--- config.mk ---
export PLATFORM = sky130hd
export DESIGN_NAME = pico_top
export DESIGN_NICKNAME = d
export VERILOG_FILES = /design/src/rtl/pico_top.sv
export SDC_FILE = /design/constraint.sdc
export NUM_CORES = 1
export LEC_CHECK = 0
export CAP_MARGIN = 10
export CORE_MARGIN = 1.5
export CORE_UTILIZATION = 48
export DETAILED_ROUTE_END_ITERATION = 10
export PLACE_DENSITY = 0.75
export SETUP_SLACK_MARGIN = 0.1
export SLEW_MARGIN = 20
export SYNTH_ARGS = -nofsm -noshare
export SYNTH_HDL_FRONTEND = slang
export SYNTH_SLANG_ARGS = --single-unit
export TNS_END_PERCENT = 20
--- constraint.sdc ---
create_clock -name clk -period 2.35 [get_ports clk]
set_clock_uncertainty 0.1 [all_clocks]
set_input_delay 0.47 -clock clk [delete_from_list [all_inputs] [get_ports clk]]
set_output_delay 0.47 -clock clk [all_outputs]
set_load 0.005 [all_outputs]
--- src/rtl/pico_top.sv ---
`default_nettype none
// ============================================================================
// Module   : pico_top
// Brief    : Fixed-program I/O sequencer. Each 8-clock loop runs INPUT,
//            COMPUTE (A+1), OUTPUT and OUTPUTK slots. Defining PICO_TOP_IRQ_EN
//            adds a free-running timer interrupt, serviced at loop boundaries.
// Revision : 1.0 - initial release
// ============================================================================
module pico_top (
    input  logic       clk,
    input  logic       cpu_reset,
    input  logic [7:0] in_port,
    output logic       write_strobe,
    output logic       read_strobe,
    output logic [7:0] out_port,
    output logic [7:0] port_id,
    output logic       k_write_strobe,
    output logic       interrupt_ack
);

    localparam logic [3:0] ST_IDLE  = 4'd0;
    localparam logic [3:0] ST_I0_0  = 4'd1;
    localparam logic [3:0] ST_I0_1  = 4'd2;
    localparam logic [3:0] ST_I1_0  = 4'd3;
    localparam logic [3:0] ST_I1_1  = 4'd4;
    localparam logic [3:0] ST_I2_0  = 4'd5;
    localparam logic [3:0] ST_I2_1  = 4'd6;
    localparam logic [3:0] ST_I3_0  = 4'd7;
    localparam logic [3:0] ST_I3_1  = 4'd8;
`ifdef PICO_TOP_IRQ_EN
    localparam logic [3:0] ST_IRQ_0 = 4'd9;
    localparam logic [3:0] ST_IRQ_1 = 4'd10;
`endif

    localparam logic [7:0] C_PORT_IN  = 8'h00;
    localparam logic [7:0] C_PORT_OUT = 8'h01;
    localparam logic [7:0] C_PORT_K   = 8'h02;
`ifdef PICO_TOP_IRQ_EN
    localparam logic [7:0] C_PORT_IRQ = 8'hFF;
`endif

    logic [3:0] r_state;
    logic [3:0] w_state_nxt;
    logic [7:0] r_a;
    logic [7:0] r_r;
    logic [7:0] r_c;

`ifdef PICO_TOP_IRQ_EN
    logic [7:0] r_timer;
    logic       r_pending;

    // A wrap in the same cycle as the acknowledge wins, so it is not lost.
    always_ff @(posedge clk or negedge cpu_reset) begin
        if (!cpu_reset) begin
            r_timer   <= 8'h00;
            r_pending <= 1'b0;
        end else begin
            r_timer <= r_timer + 8'd1;
            if (r_timer == 8'hFF) begin
                r_pending <= 1'b1;
            end else if (r_state == ST_IRQ_1) begin
                r_pending <= 1'b0;
            end
        end
    end

    always_ff @(posedge clk or negedge cpu_reset) begin
        if (!cpu_reset) begin
            interrupt_ack <= 1'b0;
        end else begin
            interrupt_ack <= (w_state_nxt == ST_IRQ_1);
        end
    end
`else
    assign interrupt_ack = 1'b0;
`endif

    always_comb begin
        w_state_nxt = r_state;
        case (r_state)
            ST_IDLE:  w_state_nxt = ST_I0_0;
            ST_I0_0:  w_state_nxt = ST_I0_1;
            ST_I0_1:  w_state_nxt = ST_I1_0;
            ST_I1_0:  w_state_nxt = ST_I1_1;
            ST_I1_1:  w_state_nxt = ST_I2_0;
            ST_I2_0:  w_state_nxt = ST_I2_1;
            ST_I2_1:  w_state_nxt = ST_I3_0;
            ST_I3_0:  w_state_nxt = ST_I3_1;
            ST_I3_1: begin
                w_state_nxt = ST_I0_0;
`ifdef PICO_TOP_IRQ_EN
                if (r_pending) begin
                    w_state_nxt = ST_IRQ_0;
                end
`endif
            end
`ifdef PICO_TOP_IRQ_EN
            ST_IRQ_0: w_state_nxt = ST_IRQ_1;
            ST_IRQ_1: w_state_nxt = ST_I0_0;
`endif
            default:  w_state_nxt = ST_IDLE;
        endcase
    end

    // Outputs are decoded from the next state so every port comes straight off a flop.
    always_ff @(posedge clk or negedge cpu_reset) begin
        if (!cpu_reset) begin
            r_state        <= ST_IDLE;
            r_a            <= 8'h00;
            r_r            <= 8'h00;
            r_c            <= 8'h00;
            read_strobe    <= 1'b0;
            write_strobe   <= 1'b0;
            k_write_strobe <= 1'b0;
            port_id        <= 8'h00;
            out_port       <= 8'h00;
        end else begin
            r_state        <= w_state_nxt;
            read_strobe    <= (w_state_nxt == ST_I0_1);
            write_strobe   <= (w_state_nxt == ST_I2_1);
            k_write_strobe <= (w_state_nxt == ST_I3_1);
            case (w_state_nxt)
                ST_I0_0, ST_I0_1: begin
                    port_id <= C_PORT_IN;
                end
                ST_I2_0, ST_I2_1: begin
                    port_id  <= C_PORT_OUT;
                    out_port <= r_r;
                end
                ST_I3_0, ST_I3_1: begin
                    port_id  <= C_PORT_K;
                    out_port <= r_c;
                end
`ifdef PICO_TOP_IRQ_EN
                ST_IRQ_0, ST_IRQ_1: begin
                    port_id <= C_PORT_IRQ;
                end
`endif
                default: begin
                end
            endcase
            if (r_state == ST_I0_1) begin
                r_a <= in_port;
            end
            if (r_state == ST_I1_0) begin
                r_r <= r_a + 8'd1;
            end
            if (r_state == ST_I3_1) begin
                r_c <= r_c + 8'd1;
            end
        end
    end

endmodule
`default_nettype wire

==> results.yml <==
outcome:
  outcome: "finished clean"
logic_synthesis:
  synth_flop_cell: "dfrtp_1"
  ys.warnings.count: 0
  async_flop_share: 1.00
  synthCells: 158
  synth.yosys.seq_area_share: 0.530
  synth.most_common_cell: "dfrtp_1"
  synth_commonest_cells: "41 x dfrtp_1, 17 x mux2_2, 12 x nor2_1"
  avgSynthCellArea_sq_um: 12.3
  yosysTopAreaCell: "dfrtp_1"
  synth_top_area_frac: 0.530
  ys_top_cells_by_area: "dfrtp_1 53%, mux2_2 9.9%, xnor2_1 5.0%"
  syn_area_sq_um: 1940
  ys_types: 33
  yosys_register_bits: 41
  synth-edff-count: 0
worst_setup_path:
  endpoint_kind: "flip-flop"
  path_max_fanout: 5
  cp-start-kind: "flip-flop"
  cp.required_ns: 2.42
  setup.worst_path.class: "reg -> reg"
  worstPathArrival_ns: 2.32
clock_tree:
  cts_htree_levels: 2
  cts_max_path_buffers: 2
  cts_buffers: 5
  cts.sink_count: 41
  root_buffer: "clkbuf_8"
  insertion_delay_ns: 0.29
  clk_transition_reported_paths_ns: 0.08
  cts_tree: "built"
power:
  power_density_nw_per_um2: 533
  worst_ir_drop_vdd_uv: 420
  p_leak_uw: 0.00102
sta:
  hold_ws_ns: 0.121
  finalSetupTns_ns: 0
  rsz0062_at_grt: "true"
  fmax_ghz: 0.444
  worst_slack_ns: 0.100
  min_period_ns: 2.25
  finalHoldViolCount: 0
  fin_crit_sh: 0.957
  finalSetupViolations: 0
  maxSlewViolCount: 0
  tightest_slew_ns: 0.603
  slew_headroom: 0.596
layout:
  seqCellArea_sq_um: 1030
  diodes: 0
  fillCellCount: 306
  layout.nets: 206
  final_core_util: 0.612
  final_layout_size_suffix_gt1_frac: 0.215
  multiInputGateArea_sq_um: 853
  area_growth_syn_to_layout_pct: 19.3
global_routing:
  grt_pass1_wl_mm: 5.60
  grt_max_degree: 42
  busiest_layer: "met2"
  gr-usage-met3: 0.0456
  grt_util_all_layers: 0.170
  grtUsageMet2: 0.283
  antenna_found_initial: 0
  overflow: 0
  use_met1: 0.217
  grt_pass1_vias: 1206
job:
  cap_violations: 0
detailed_routing:
  vias_per_cell: 5.05
  firstDrtPassIters: 3
  remaining_drc_errors: 0
  drtIter0Drc: 56
  route.vias.total: 1206
  wl_per_cell_um: 13.3
  postRouteWirelength_mm: 3.19
  antenna_left: 0
placement:
  dp.final_hpwl_mm: 2.37
  io_buffers: 22
  post-place-ws_ns: 0.0498
  gp_congestion: 0.864
floorplan:
  core_area_sq_um: 3770
  die-width_um: 66.5
  ios: 30
  rows: 22
  initial_core_util: 0.513
  die_area_sq_um: 4420
  chipHeight_um: 66.5
min_path:
  worstHoldPathType: "in -> async"
registers in the layout, summed over array words and instances (netlist names):
register        count
port_id             2
r_a                 8
k_write_strobe      1
read_strobe         1
r_state             4
out_port            8
r_c                 8
write_strobe        1
r_r                 8
metal layers:
layer,share of wire,vias to the layer above
met5,0,-
met4,0.0063,0
met3,0.042,2
met2,0.50,25
met1,0.45,585
li1,-,594
layout by cell type, fill, tap and decap left out, types with 2 or more instances in the layout:
master	Yosys	layout
mux2_2	17	17
xnor2_1	11	11
clkinv_2	0	2
clkdlybuf4s50_1	0	21
nand3_1	6	6
ha_1	6	4
nand2_1	6	6
xor2_1	3	3
a21oi_1	8	8
ha_2	0	2
mux2_1	8	8
buf_4	7	6
dfrtp_1	41	40
nand4_1	2	2
and3_1	4	4
nand2b_1	2	2
clkbuf_8	0	5
inv_1	3	3
nor3b_1	2	2
conb_1	1	7
nor3_1	3	3
nor2b_1	2	2
nor2_1	12	12
timing repair:
| action | CTS | global route |
|---|---|---|
| endpoints found under the setup margin | 8 | 8 |
| gates resized for setup | 2 | 0 |
| setup buffers | 2 | 0 |
| hold buffers | 0 | 0 |
metrics by stage:
stage	cells	area [sq um]	total power, uW
after global placement	229	2200	807
after detailed placement	229	2200	810
after floorplan	164	1960	781
after CTS	239	2310	1250
after global routing	239	2310	1290
final	239	2310	1230
logic make-up (layout without fill, tap and decap cells):
logic type / after synthesis / count (layout) / synth area share
AO/OA/AOI/OAI: 13 / 13 / 0.0498
XOR/XNOR: 14 / 14 / 0.0633
adder cells (fa/ha/maj): 6 / 6 / 0.0388
buffers and inverters: 13 / 40 / 0.0433
flip-flops: 41 / 41 / 0.530
multiplexers: 25 / 25 / 0.145
other: 1 / 7 / 0.00194
AND/OR/NAND/NOR: 45 / 45 / 0.127
worst paths after layout:
| path | start | endpoint | depth (start not counted) | slack [ns] |
|---|---|---|---|---|
| min in group clk | r_a[0] | r_r[0] | 1 | 0.40 |
| worst max register to register | r_state[0] | out_port[0] | 6 | 0.10 |
| worst min register to register | r_a[0] | r_r[0] | 1 | 0.40 |
| worst max-delay path | r_state[0] | out_port[0] | 6 | 0.10 |
| worst min-delay path | cpu_reset | r_r[6] | 2 | 0.12 |
| max in group asynchronous | cpu_reset | r_state[0] | 2 | 1.64 |
where the power goes:
group | internal [uW] | leakage [uW] | switching (uW)
combinational | 29.9 | 0.000463 | 27.9
sequential | 722 | 0.000511 | 13.4
clock | 205 | 0.0000439 | 233
total | 957 | 0.00102 | 274
critical path, stage by stage, from the launching register on:
cell and delay (ns):
dfrtp_2 0.44, ha_2 0.22, or3b_4 0.41, a211oi_4 0.23, buf_4 0.17, mux2_1 0.32, mux2_2 0.26
cell type report:
| class | instances | area share |
|---|---|---|
| Inverter | 3 | 0.00488 |
| Multi-Input combinational cell | 110 | 0.369 |
| Sequential cell | 41 | 0.445 |
| Clock inverter | 3 | 0.00758 |
| Clock buffer | 5 | 0.0298 |
| Timing Repair Buffer | 29 | 0.118 |
| Tap cell | 48 | 0.0260 |
(Power assumes the default switching activity.)
